File: config.mk
export PLATFORM = sky130hd
export DESIGN_NAME = sqrt_seq_nr
export DESIGN_NICKNAME = d
export VERILOG_FILES = /design/src/rtl/sqrt_seq_nr.sv
export SDC_FILE = /design/constraint.sdc
export NUM_CORES = 1
export LEC_CHECK = 0
export ABC_CLOCK_PERIOD_IN_PS = 4200
export CAP_MARGIN = 20
export CORE_MARGIN = 2
export CORE_UTILIZATION = 62
export CTS_BUF_LIST = sky130_fd_sc_hd__clkbuf_4
export DETAILED_ROUTE_END_ITERATION = 10
export PLACE_DENSITY = 0.93
export SYNTH_ARGS = -nofsm -noshare
export SYNTH_HDL_FRONTEND = slang
export SYNTH_SLANG_ARGS = --single-unit
export TNS_END_PERCENT = 50
File: constraint.sdc
create_clock -name clk -period 4.2 [get_ports clk]
set_input_delay 0.63 -clock clk [delete_from_list [all_inputs] [get_ports clk]]
set_output_delay 0.63 -clock clk [all_outputs]
set_load 0.02 [all_outputs]
File: src/rtl/sqrt_seq_nr.sv
// Sequential non-restoring square root producing floor(sqrt(din << 2*FRAC_W)), one result bit per clock.
// Latency: out_valid rises OUT_W clocks after the accepting edge (OUT_W+1 when SQRT_REM_EN is defined).
// Backpressure: result is held in DONE until out_ready; in_ready is low from acceptance until DONE hands off.
// Optional macro SQRT_REM_EN adds the out_rem port and a remainder-correction (FIX) state.
module sqrt_seq_nr #(
  parameter int IN_W   = 8,
  parameter int FRAC_W = 8,
  localparam int RAD_W = IN_W + 2*FRAC_W,
  localparam int OUT_W = RAD_W/2,
  localparam int CNT_W = $clog2(OUT_W+1)
) (
  input  logic             clk,
  input  logic             rst_n,
  input  logic             in_valid,
  output logic             in_ready,
  input  logic [IN_W-1:0]  din,
  output logic             out_valid,
  input  logic             out_ready,
  output logic [OUT_W-1:0] dout,
  output logic             busy
`ifdef SQRT_REM_EN
  ,
  output logic [OUT_W+1:0] out_rem
`endif
);

  // Partial remainder is signed and needs two guard bits so the all-ones radicand cannot overflow.
  localparam int R_W = OUT_W + 2;

  generate
    if ((IN_W % 2) != 0) begin : g_bad_in_w
      $error("sqrt_seq_nr: IN_W must be even");
    end
  endgenerate

  typedef enum logic [1:0] {S_IDLE, S_BUSY, S_FIX, S_DONE} state_t;

  state_t           r_state;
  state_t           w_state_nxt;
  logic [RAD_W-1:0] r_rad;
  logic [OUT_W-1:0] r_q;
  logic [R_W-1:0]   r_r;
  logic [CNT_W-1:0] r_cnt;

  logic [R_W-1:0]   w_r_sh;
  logic [R_W-1:0]   w_r_nxt;
  logic             w_last;

  // Next radicand pair shifted into the remainder; the sign of r picks subtract or add.
  assign w_r_sh  = {r_r[R_W-3:0], r_rad[RAD_W-1 -: 2]};
  assign w_r_nxt = r_r[R_W-1] ? (w_r_sh + {r_q, 2'b11}) : (w_r_sh - {r_q, 2'b01});
  assign w_last  = (r_cnt == CNT_W'(1));

  assign dout = r_q;
`ifdef SQRT_REM_EN
  assign out_rem = r_r;
`endif

  // State register.
  always_ff @(posedge clk) begin
    if (!rst_n) r_state <= S_IDLE;
    else        r_state <= w_state_nxt;
  end

  // Next-state and handshake outputs.
  always_comb begin
    w_state_nxt = r_state;
    in_ready    = 1'b0;
    out_valid   = 1'b0;
    busy        = 1'b0;
    case (r_state)
      S_IDLE: begin
        in_ready = rst_n;
        if (in_valid && rst_n) w_state_nxt = S_BUSY;
      end
      S_BUSY: begin
        busy = 1'b1;
`ifdef SQRT_REM_EN
        if (w_last) w_state_nxt = S_FIX;
`else
        if (w_last) w_state_nxt = S_DONE;
`endif
      end
      S_FIX: begin
        busy        = 1'b1;
        w_state_nxt = S_DONE;
      end
      S_DONE: begin
        out_valid = 1'b1;
        if (out_ready) w_state_nxt = S_IDLE;
      end
      default: w_state_nxt = S_IDLE;
    endcase
  end

  // Datapath: load on accept, one root bit per BUSY cycle, optional remainder fix-up.
  always_ff @(posedge clk) begin
    if (!rst_n) begin
      r_rad <= '0;
      r_q   <= '0;
      r_r   <= '0;
      r_cnt <= '0;
    end else begin
      case (r_state)
        S_IDLE: begin
          if (in_valid) begin
            r_rad <= RAD_W'(din) << (2*FRAC_W);
            r_q   <= '0;
            r_r   <= '0;
            r_cnt <= CNT_W'(OUT_W);
          end
        end
        S_BUSY: begin
          r_r   <= w_r_nxt;
          r_q   <= {r_q[OUT_W-2:0], ~w_r_nxt[R_W-1]};
          r_rad <= r_rad << 2;
          r_cnt <= r_cnt - CNT_W'(1);
        end
`ifdef SQRT_REM_EN
        S_FIX: begin
          if (r_r[R_W-1]) r_r <= r_r + {1'b0, r_q, 1'b1};
        end
`endif
        default: ;
      endcase
    end
  end

endmodule
=== Word level (Yosys, flattened, before mapping) ===
Cells that the tools add are included.

* Muxes and demuxes: 16
* Bitwise logic cells: 1
* Reduce and logical (&&, ||, !) cells: 6
* Equal/unequal tests: 8
* Add/subtract/negate cells: 3

{| class="wikitable"
|+ Operators by type and width
! kind !! count
|-
| one-hot mux 24 bit (2 select lines) || 1
|-
| two-way mux 14 bit || 2
|-
| one-hot mux 14 bit (2 select lines) || 1
|-
| two-way mux 24 bit || 1
|-
| one-hot mux 12 bit (2 select lines) || 1
|-
| adder 14 bit || 1
|-
| subtractor 14 bit || 1
|-
| two-way mux 12 bit || 1
|-
| != test 2 bit (second input constant) || 4
|-
| one-hot mux 2 bit (4 select lines) || 1
|-
| one-hot mux 4 bit (2 select lines) || 1
|-
| two-way mux 2 bit || 3
|-
| == test 2 bit (second input constant) || 2
|-
| == test 4 x 1 -> 1 bit (second input constant) || 1
|-
| two-way mux 4 bit || 1
|-
| subtractor 4 x 1 -> 4 bit (second input constant) || 1
|-
| two-way mux 1 bit || 3
|-
| AND reduction 3 bit || 1
|-
| == test 2 x 1 -> 1 bit (second input constant) || 1
|-
| zero test 2 bit || 1
|-
| AND reduction 2 bit || 1
|-
| nonzero test 2 bit || 1
|-
| OR reduction 2 bit || 1
|-
| logical AND 1 bit || 1
|-
| NOT 1 bit || 1
|}

* Input bits: 12
* Register bits: 56

=== Logic depth before layout (Yosys ltp) ===
* Depth in word-level cells: 4
* Mapped depth: 9
* Mapped depth without buffers: 7

=== Worst setup path after synthesis ===
No wires, ideal clock.

* Path type: register -> register
* Start point: register r_r[13]
* End point: register r_q[0] (netlist: dout[0])
* Cell stages (with the launch flop): 9
* Required time: 4083 ps
* Data arrival time: 2265 ps
* Setup slack: 1818 ps
* Setup time: 117 ps
* Path buffers: 1
* Path through: dfxtp_1 buf_1 xnor2_1 ha_1 a21oi_1 o21ai_0 a221oi_1 mux2i_1 nand2_1

* Word-level cells in the longest chain between the ends: 3

{| class="wikitable"
|+ Ends and longest elaborated chain
! what !! RTL line !! source
|-
| start: declaration || 42 || <nowiki>logic [R_W-1:0] r_r;</nowiki>
|-
| start signal: assignment || 114 || <nowiki>r_r <= w_r_nxt;</nowiki>
|-
| two-way mux 14 bit || 51 || <nowiki>assign w_r_nxt = r_r[R_W-1] ? (w_r_sh + {r_q, 2'b11}) : (w_r_sh - {r_q, 2'b01});</nowiki>
|-
| NOT 1 bit || 115 || <nowiki>r_q <= {r_q[OUT_W-2:0], ~w_r_nxt[R_W-1]};</nowiki>
|-
| one-hot mux 12 bit (2 select lines) || 104 || <nowiki>case (r_state)</nowiki>
|-
| end signal: assignment || 115 ||
|-
| end: declaration || 41 || <nowiki>logic [OUT_W-1:0] r_q;</nowiki>
|}

No other way between the ends.
A chain may end at the register's enable or synchronous reset.

=== Worst setup path in the final report ===
* Start point: input port rst_n
* End point: output port in_ready

* Word-level cells in the longest chain between the ends: 1

{| class="wikitable"
|+ Ends and longest elaborated chain
! what !! RTL line !! source
|-
| start: declaration || 13 || <nowiki>input logic rst_n,</nowiki>
|-
| two-way mux 1 bit || 71 || <nowiki>case (r_state)</nowiki>
|-
| end: declaration || 15 || <nowiki>output logic in_ready,</nowiki>
|}

No other way between the ends.

==> impl_metrics.toml <==
[status]
status = "complete, no violations"

[cts]
clock_latency_ns = 0.38
cts-root-buf = "clkbuf_4"
cts_tree = "built"
cts.clk_slew.worst_paths_ns = 0.12
cts_made_buffers = 5
cts_resized = 0
cts_hold_buf = 0
htreeDepth = 2
clk_path_buf_depth = 2
postCtsSetupRepairBufs = 0
clock-sinks = 39

[die]
die_w_um = 64.54
start_util = 0.6652
die_h_um = 64.54
ios = 27
row_count = 21
core_um2 = 3416
die_area_um2 = 4165

[detailed_routing]
drt-total-wl_um = 5054
viasPerCell = 6.229
dr.first_iter.drc_count = 162
vias = 2043
post-route-drc-count = 0
wire_per_inst_um = 15.41
ant_nets = 0
first_pass_iters = 4

[timing]
skew_ns = 0.01950
post-route-period-util = 0.6589
fmaxAchievable_ghz = 0.3614
grt_setup_unrepaired = "false"
hold_ws_ns = 0.4751
setup_viol = 0
setup_ws_ns = 1.433
tightest_slew_ns = 0.6655
final-hold-violation-count = 0
slew_headroom = 0.5557
post-route-min-period_ns = 2.767
slew_violations = 0
finalSetupTns_ns = 0

[logic_synthesis]
syn_nets = 290
synth-main-ff-cell = "dfxtp_1"
syn_area_um2 = 2272
yosysSeqAreaShare = 0.3436
synth_area_leader_cell = "dfxtp_1"
async_reset_ff_frac = 0
ys_types = 48
synth_top_area_frac = 0.3436
syn_inst = 259
synth_edf_count = 0
syn_area_per_cell_um2 = 8.773
yosys_warnings = 0
synth.area.top_cells = "dfxtp_1, ha_1, nor2b_1, a22oi_1, xnor2_1"
synth-seq-cells = 39

[min_path]
min-delay-start = "r_r[7]$_SDFFE_PN0P_"
hold_end = "r_r[7]$_SDFFE_PN0P_"
min-delay-path-class = "register to register"
whs_path_depth = 2

[power]
p_total_mw = 2.375
power_per_cell_area_nw_per_um2 = 908.9
p_leak_nw = 0.9729
ir_drop_uv = 463.2

[finish]
postLayoutCellArea_um2 = 2613
fin_nets = 312
layout_commonest_cell = "dfxtp_1"
final_cell_mix = "dfxtp_1, clkdlybuf4s50_1, nor2b_1"
area_delta_synth_final_pct = 14.98
stdcell_count = 328
drive_gt1_frac = 0.05319
antenna_cells = 0
fin_util = 0.7648

[worst_setup_path]
path_cells = "clkdlybuf4s50_1, buf_4, and2_1, clkdlybuf4s50_1"
r2r-end = "dout[0]$_SDFFE_PN0P_"
cp-start-kind = "input pin"
cpMostUsedCell = "clkdlybuf4s50_1"
cp_num_buf_inv = 3
critPathKind = "input pin to primary output"
reg2reg_setup_slack_ns = 1.56
worst_setup_path_end_kind = "primary output"
cp.required_ns = 3.57
crit_slowest_cell = "clkdlybuf4s50_1"
r2r_start = "r_r[13]$_SDFFE_PN0P_"
max_stage_delay_ns = 0.59
crit_family = "buffers and inverters"
crit_start = "rst_n"
r2r_cells = 7
cp.arrival_ns = 2.14
crit_fanout = 38

[grt]
grt_pass1_vias = 1886
antenna_found_initial = 0
grt_pass1_wl_um = 8438
overflow = 0
grt_usage = 0.2617
grt_max_degree = 39

[placement]
place_ws_ns = 1.432
dpl.cell_count = 320
finalWeightedCongestion = 0.8877
place_hpwl_um = 3650
placed_cell_area_um2 = 2550
io_buffers = 26

[job]
drv_cap = 0
## cells in the mapped netlist (all sizes together), types with 2 or more instances
cell type	instances
inv	11
dfxtp	39
xnor2	12
a22oi	15
nand3	4
nor2	7
o21ai	16
buf	5
and3	2
o22ai	6
nand4	2
a31oi	2
a32oi	2
a21boi	2
nand2	19
ha	19
clkbuf	8
and2	7
nor2b	21
o21a	7
nor3	5
mux2i	3
o211ai	5
a21oi	16
o31ai	5
## registers in the layout, indices dropped and copies added (netlist names)
name     cells
r_cnt        4
r_rad        8
r_r         13
r_state      2
dout        12
## cell type report
cell class	count	area [µm²]
clock buffers	5	37.54
clock inverters	3	25.02
fillers	238	803.3
inverters	11	41.29
multi-input cells	196	1395
flip-flops and latches	39	780.7
well taps	46	57.56
repair buffers	28	275.3
## tightest hold or removal path, delay by kind of cell, from the launching register on
kind / cells / cell delay [ns]
compound gates: 1 / 0.05
simple gates: 1 / 0.06
flops: 1 / 0.34
## power breakdown
group / internal [mW] / switching (mW)
sequential: 0.479 / 0.104
clock: 0.0670 / 0.142
combinational: 0.680 / 0.903
total: 1.23 / 1.15
## worst max-delay path by stage
stage | to | slack, ns | cells past startpoint
3_5_place_dp | in_ready | 1.43 | 4
3_3_place_gp | in_ready | 1.43 | 4
5_1_grt | dout[0]$_SDFFE_PN0P_ | 1.33 | 7
4_1_cts | in_ready | 1.44 | 4
2_1_floorplan | dout[0]$_SDFFE_PN0P_ | 1.82 | 8
6_report | in_ready | 1.43 | 4
## layer usage
metal  track usage  wire, µm  vias up
li1              -         -      988
met2        0.4505      2520       70
met1        0.3122      2166      974
met4        0.1064        97        0
met5             0         0        -
met3       0.06424       268       11
## cell families after synthesis
group / after synthesis / share of synthesized area
buffers and inverters: 24 / 0.04240
AOI/OAI and AO/OA: 84 / 0.2555
and+or+nand+nor: 76 / 0.1806
muxes: 3 / 0.01322
adders and majority gates: 19 / 0.1046
DFF: 39 / 0.3436
xor gates and xnor gates: 14 / 0.06002
Note: power is estimated with default switching activity, not from simulation.
